## config.mk

```make
export PLATFORM = sky130hd
export DESIGN_NAME = uart_rx
export DESIGN_NICKNAME = d
export VERILOG_FILES = /design/src/rtl/uart_pkg.sv /design/src/rtl/uart_rx_fifo.sv /design/src/rtl/uart_rx.sv
export SDC_FILE = /design/constraint.sdc
export NUM_CORES = 1
export LEC_CHECK = 0
export ABC_AREA = 1
export CAP_MARGIN = 20
export CORE_MARGIN = 2
export CORE_UTILIZATION = 55
export CTS_BUF_LIST = sky130_fd_sc_hd__clkbuf_16
export CTS_CLUSTER_DIAMETER = 200
export DETAILED_ROUTE_END_ITERATION = 8
export HOLD_SLACK_MARGIN = 0.12
export PLACE_DENSITY = 0.8
export SLEW_MARGIN = 25
export SYNTH_ARGS = -nofsm -noshare
export SYNTH_HDL_FRONTEND = slang
export SYNTH_SLANG_ARGS = --single-unit
```

## constraint.sdc

```tcl
create_clock -name clk -period 2.9 [get_ports clk]
set_input_delay 0.58 -clock clk [delete_from_list [all_inputs] [get_ports clk]]
set_output_delay 0.58 -clock clk [all_outputs]
set_load 0.05 [all_outputs]
```

## src/rtl/uart_pkg.sv

```systemverilog
// Shared types and helpers for the UART receive path.
package uart_pkg;

    localparam int UART_DATA_BITS = 8;

    typedef enum logic [2:0] {
        IDLE,
        START,
        DATA,
        PARITY,
        STOP,
        WAIT_HIGH
    } uart_state_t;

    function automatic int cycles_per_symbol(input int freq, input int baud);
        return freq / baud;
    endfunction

endpackage

```

## src/rtl/uart_rx_fifo.sv

```systemverilog
// First-word-fall-through synchronous FIFO for received bytes.
// A push into a full FIFO succeeds only when a pop frees the slot that same cycle.
module uart_rx_fifo
    import uart_pkg::*;
#(
    parameter int WIDTH = UART_DATA_BITS,
    parameter int DEPTH = 16
) (
    input  logic                   clk,
    input  logic                   rst,
    input  logic                   push,
    input  logic [WIDTH-1:0]       din,
    input  logic                   pop,
    output logic [WIDTH-1:0]       dout,
    output logic                   empty,
    output logic                   full,
    output logic [$clog2(DEPTH):0] level
);

    localparam int AW = $clog2(DEPTH);

    if (DEPTH < 2 || (DEPTH & (DEPTH - 1)) != 0) begin : g_bad_depth
        $error("uart_rx_fifo: DEPTH must be a power of two >= 2");
    end

    logic [WIDTH-1:0] mem [DEPTH];
    logic [AW-1:0]    wr_ptr;
    logic [AW-1:0]    rd_ptr;
    logic             wr_en;
    logic             rd_en;

    assign empty = (level == '0);
    assign full  = (level == (AW+1)'(DEPTH));
    assign rd_en = pop && !empty;
    assign wr_en = push && (!full || rd_en);
    assign dout  = mem[rd_ptr];

    always_ff @(posedge clk) begin
        if (rst) begin
            wr_ptr <= '0;
            rd_ptr <= '0;
            level  <= '0;
        end else begin
            if (wr_en) begin
                mem[wr_ptr] <= din;
                wr_ptr      <= wr_ptr + 1'b1;
            end
            if (rd_en) begin
                rd_ptr <= rd_ptr + 1'b1;
            end
            if (wr_en && !rd_en) begin
                level <= level + 1'b1;
            end else if (rd_en && !wr_en) begin
                level <= level - 1'b1;
            end
        end
    end

endmodule

```

## src/rtl/uart_rx.sv

```systemverilog
// UART 8N1 receiver with mid-bit sampling and an FWFT receive FIFO.
// Define UART_RX_PARITY_EN for an even-parity bit and the parity_err_o port.
module uart_rx
    import uart_pkg::*;
#(
    parameter int FREQ  = 50000000,
    parameter int BAUD  = 115200,
    parameter int DEPTH = 16
) (
    input  logic                      clk,
    input  logic                      rst,
    input  logic                      rx,
    output logic [UART_DATA_BITS-1:0] data_o,
    output logic                      valid_o,
    input  logic                      ready_i,
    output logic [$clog2(DEPTH):0]    level_o,
    output logic                      frame_err_o,
    output logic                      overflow_o
`ifdef UART_RX_PARITY_EN
    ,
    output logic                      parity_err_o
`endif
);

    localparam int CPS = cycles_per_symbol(FREQ, BAUD);
    localparam int CW  = (CPS < 4) ? 2 : $clog2(CPS);
    localparam int IW  = $clog2(UART_DATA_BITS);

    localparam logic [CW-1:0] LAST     = CW'(CPS - 1);
    localparam logic [CW-1:0] HALF     = CW'(CPS / 2 - 1);
    localparam logic [IW-1:0] LAST_BIT = IW'(UART_DATA_BITS - 1);

    if (CPS < 4) begin : g_bad_cps
        $error("uart_rx: FREQ/BAUD must be at least 4");
    end

    uart_state_t               state;
    logic                      sync1;
    logic                      rxs;
    logic [CW-1:0]             cnt;
    logic [IW-1:0]             idx;
    logic [UART_DATA_BITS-1:0] sh;
    logic                      sample;
    logic                      stop_ok;
    logic                      push;
    logic                      pop;
    logic                      empty;
    logic                      full;
    logic [UART_DATA_BITS-1:0] dout;

`ifdef UART_RX_PARITY_EN
    logic par_bit;
    assign stop_ok = ~^{sh, par_bit};
`else
    assign stop_ok = 1'b1;
`endif

    assign sample  = (cnt == LAST);
    assign push    = (state == STOP) && sample && rxs && stop_ok;
    assign valid_o = !empty;
    assign pop     = valid_o && ready_i;
    assign data_o  = valid_o ? dout : '0;

    always_ff @(posedge clk) begin
        if (rst) begin
            sync1       <= 1'b1;
            rxs         <= 1'b1;
            state       <= IDLE;
            cnt         <= '0;
            idx         <= '0;
            sh          <= '0;
            frame_err_o <= 1'b0;
            overflow_o  <= 1'b0;
`ifdef UART_RX_PARITY_EN
            par_bit      <= 1'b0;
            parity_err_o <= 1'b0;
`endif
        end else begin
            sync1       <= rx;
            rxs         <= sync1;
            frame_err_o <= 1'b0;
            overflow_o  <= push && full && !pop;
`ifdef UART_RX_PARITY_EN
            parity_err_o <= 1'b0;
`endif
            unique case (state)
                IDLE: begin
                    if (!rxs) begin
                        state <= START;
                        cnt   <= '0;
                    end
                end
                START: begin
                    if (cnt == HALF) begin
                        cnt   <= '0;
                        idx   <= '0;
                        state <= rxs ? IDLE : DATA;
                    end else begin
                        cnt <= cnt + 1'b1;
                    end
                end
                DATA: begin
                    if (sample) begin
                        cnt <= '0;
                        sh  <= {rxs, sh[UART_DATA_BITS-1:1]};
                        idx <= idx + 1'b1;
                        if (idx == LAST_BIT) begin
`ifdef UART_RX_PARITY_EN
                            state <= PARITY;
`else
                            state <= STOP;
`endif
                        end
                    end else begin
                        cnt <= cnt + 1'b1;
                    end
                end
                PARITY: begin
`ifdef UART_RX_PARITY_EN
                    if (sample) begin
                        cnt     <= '0;
                        par_bit <= rxs;
                        state   <= STOP;
                    end else begin
                        cnt <= cnt + 1'b1;
                    end
`else
                    state <= IDLE;
`endif
                end
                STOP: begin
                    if (sample) begin
                        cnt <= '0;
                        // Low stop bit wins over parity and blocks re-arm until idle.
                        if (rxs) begin
                            state <= IDLE;
`ifdef UART_RX_PARITY_EN
                            parity_err_o <= !stop_ok;
`endif
                        end else begin
                            frame_err_o <= 1'b1;
                            state       <= WAIT_HIGH;
                        end
                    end else begin
                        cnt <= cnt + 1'b1;
                    end
                end
                WAIT_HIGH: begin
                    if (rxs) begin
                        state <= IDLE;
                    end
                end
                default: state <= IDLE;
            endcase
        end
    end

    uart_rx_fifo #(
        .WIDTH(UART_DATA_BITS),
        .DEPTH(DEPTH)
    ) u_fifo (
        .clk  (clk),
        .rst  (rst),
        .push (push),
        .din  (sh),
        .pop  (pop),
        .dout (dout),
        .empty(empty),
        .full (full),
        .level(level_o)
    );

endmodule

```

==> key figures <==
Synth
  – Mapped Cells: about 800
  – Synth area leaders: edfxtp_1 (50%), nand2_1 (12%), dfxtp_1 (11%), nand3_1 (8.3%), nor2_1 (2.9%)
  – Synthesized area: 7670 um2
  – Yosys cell types: 34
  – Top FF cell, synth: edfxtp_1
  – Syn Area/Cell: 9.70 um2
  – Top cells by count, synth: nand2_1 (244), edfxtp_1 (128), nand3_1 (127), nor2_1 (59), dfxtp_1 (44)
  – Synthesis Warnings: 0
  – Post-synth EDFFs: 128
  – Synth Register Bits: 172
  – Syn_nets: 810
  – Yosys top cell area share: 0.501
  – Post-synth top area cell: edfxtp_1
  – Asr flop ratio synth: 0
  – Sequential share of the synthesized area: 0.616
  – Most common cell in the netlist: nand2_1

Worst hold path
  – Hold path cells: 1
  – Worst Hold Launch: sync1
  – Worst Hold Class: register to register
  – Hold Path End: rxs

Setup path
  – CP Capture Type: primary output
  – Crit Path Max Fanout: 17
  – Critical path class: register to primary output
  – Startpoint types: register
  – Worst-case reg-to-reg path depth: 13
  – Crit Reg-Reg Startpoint: cnt[0]
  – CP required: ~2.3 ns
  – Critical Path AT: roughly 2.2 ns
  – Reg2reg end: u_fifo.level[4]
  – R2R Setup Slk: around 0.43 ns

Die
  – Starting Density: 0.557
  – Row cnt: 43
  – Die H: roughly 120 um
  – Core area: between 10000 and 15000 um2
  – Die width: about 120 um
  – I/O Pins: 20
  – Die ar.: approximately 15000 um2

Layout
  – Utilization after layout: 0.644
  – Area of the multi-input gates: between 2000 and 3000 um2
  – Area Overhead vs Synth: 15.5%
  – Fill cells: between 1000 and 1500
  – Nets@finish: between 800 and 900
  – Final Cell Area: about 9000 um2
  – Register area: about 4700 um2
  – N_diodes: 0
  – Layout cells sized above 1: 0.120

Timing
  – Max-slew violations: 0
  – Clk_skew: approximately 0.0076 ns
  – Maximum clock frequency: ~0.36 GHz
  – Final Setup Violations: 0
  – Worst-Margin Slew: roughly 0.75 ns
  – Hold Fails Final Rpt: 0
  – Post-route worst setup slack: about 0.16 ns
  – Max-slew headroom: 0.499
  – Tmin final: 2.74 ns
  – RSZ-0062 raised after global routing: false
  – Final period util: 0.946
  – Setup tns final: 0 ns

Placement
  – I/O Buffers: 19
  – Pre-CTS setup slack: 0.111 ns
  – Hpwl dp: 10100 um
  – Routability cong.: between 0.9 and 1
  – Post-DP Area: just over 8000 um2

Power and ir drop
  – Int Pwr: roughly 5.3 mW
  – Power Density: around 940 nW/um2
  – Pleak: between 3 and 4 nW
  – Clock power frac: 0.294
  – Peak supply drop: between 600 and 700 uV
  – Seq pwr share: 0.339
  – Sw frac: 0.362
  – Combinational share of power: 0.367
  – Net load switching power: 3.02 mW

Global route
  – Largest net degree at the start of global routing: 65
  – Initial antenna violation count: 0
  – Met2 usage: 0.382
  – M1 GR Usage: 0.297
  – Tot GR Track Use: 0.232
  – Global-route wire length before repair: between 20000 and 30000 um
  – M3 GR Usage: 0.0538
  – Vias in the first global route: between 5000 and 6000
  – Gr busiest metal: met2
  – Global route overflow: 0

Route
  – Pre-Repair DR Iteration Count: 5
  – Post-DRT Antenna Nets: 0
  – DRC: 0
  – Vias: approximately 5500
  – Drt wl/cell: around 16 um
  – Initial DRC Count: about 520
  – Routed wire length: about 16000 um
  – Via density: 5.44

CTS
  – Worst-skew pair later-pin latency: between 0.4 and 0.5 ns
  – H-tree depth: 4
  – Root Buffer: clkbuf_16
  – CTS sink cnt: ~170
  – Clk buf depth: 2
  – Clock transition at the registers of the reported paths: around 0.060 ns
  – Number of CTS-inserted buffers: 17
  – Hold Buf Count CTS: 0
  – CTS tree: done

Run
  – Max-cap viol count: 0

Status
  – Status: finished clean
[cell type report]
class	instances	share of cell area
clock inverters	15	0.0250
flip-flops and latches	172	0.533
well taps	180	0.0254
multi-input cells	539	0.292
inverters	46	0.0198
clock buffers	17	0.0480
repair buffers	47	0.0570
[worst max path at each step]
| stage | from | cells after the start | to | slack (ns) |
|---|---|---|---|---|
| 2_1_floorplan | u_fifo.level[0] | 4 | data_o[0] | 0.02 |
| 3_3_place_gp | ready_i | 15 | u_fifo.level[3] | 0.17 |
| 3_5_place_dp | ready_i | 13 | u_fifo.level[4] | 0.11 |
| 4_1_cts | register | 9 | data_o[1] | 0.09 |
| 5_1_grt | register | 8 | data_o[1] | 0.02 |
| 6_report | register | 8 | data_o[1] | 0.16 |
[critical path: stages, from the launching register on]
cell	delay, ns
dfxtp_1	0.35
inv_1	0.25
buf_4	0.31
nand3_1	0.11
nand3_1	0.07
nand2_1	0.09
nand2_1	0.06
a21oi_1	0.31
buf_12	0.18
[per-layer routing]
metal  wire (um)  vias to the layer above
met4         409                        0
met1        6760                     2572
li1            -                     2729
met2        7650                      193
met3        1020                       35
met5           0                        -
[placed cells by master, fill, tap and decap left out, types with 4 or more instances in the layout]
cell | synthesis | final
nand3_2 | 4 | 4
dfxtp_1 | 44 | 43
nor2_2 | 4 | 4
buf_4 | 7 | 26
inv_1 | 43 | 43
nand2_2 | 9 | 9
a21oi_1 | 38 | 38
buf_12 | 0 | 10
clkinv_2 | 1 | 4
nand4_1 | 7 | 7
clkdlybuf4s50_1 | 0 | 11
nand2_1 | 244 | 244
nor2_1 | 59 | 59
ha_1 | 14 | 14
edfxtp_1 | 128 | 128
nand3_1 | 127 | 127
clkbuf_16 | 0 | 17
bufinv_16 | 0 | 5
o21ai_0 | 8 | 8
[logic make-up (layout without fill, tap and decap cells)]
kind of cell / Yosys count / after routing / share of synthesized area
buffers and inverters: 80 / 125 / 0.0471
AO/OA/AOI/OAI: 49 / 49 / 0.0334
adder cells (fa/ha/maj): 15 / 15 / 0.0254
flip-flops: 172 / 172 / 0.616
AND/OR/NAND/NOR: 470 / 470 / 0.273
XOR/XNOR: 5 / 5 / 0.00571
[what timing repair did]
item / in CTS / in global routing
buffers inserted: 0 / 0
setup endpoints to repair: 0 / 5
gates resized for setup: 0 / 1
[metrics by stage]
stage	power, mW	cells	hold WS (ns)
detailed placement	5.90	984	0.402
floorplan	4.95	791	0.389
finish	8.33	1016	0.412
global route	8.78	1016	0.428
CTS	8.35	1016	0.418
global placement	5.83	984	0.391
[flip-flops by register name, indices dropped and copies added, names as in the netlist, named ones only]
register       count
state              3
u_fifo.level       5
sync1              1
u_fifo.rd_ptr      4
cnt                9
u_fifo.mem       128
overflow_o         1
idx                3
sh                 8
frame_err_o        1
rxs                1
u_fifo.wr_ptr      4
[power groups by stage]
stage	registers, mW	logic (mW)	clock network [mW]
2_1_floorplan	2.94	2.01	0
3_3_place_gp	2.87	2.96	0
3_5_place_dp	2.87	3.03	0
4_1_cts	2.82	3.05	2.48
5_1_grt	2.84	3.36	2.58
6_report	2.83	3.05	2.45
(Power assumes the default switching activity.)
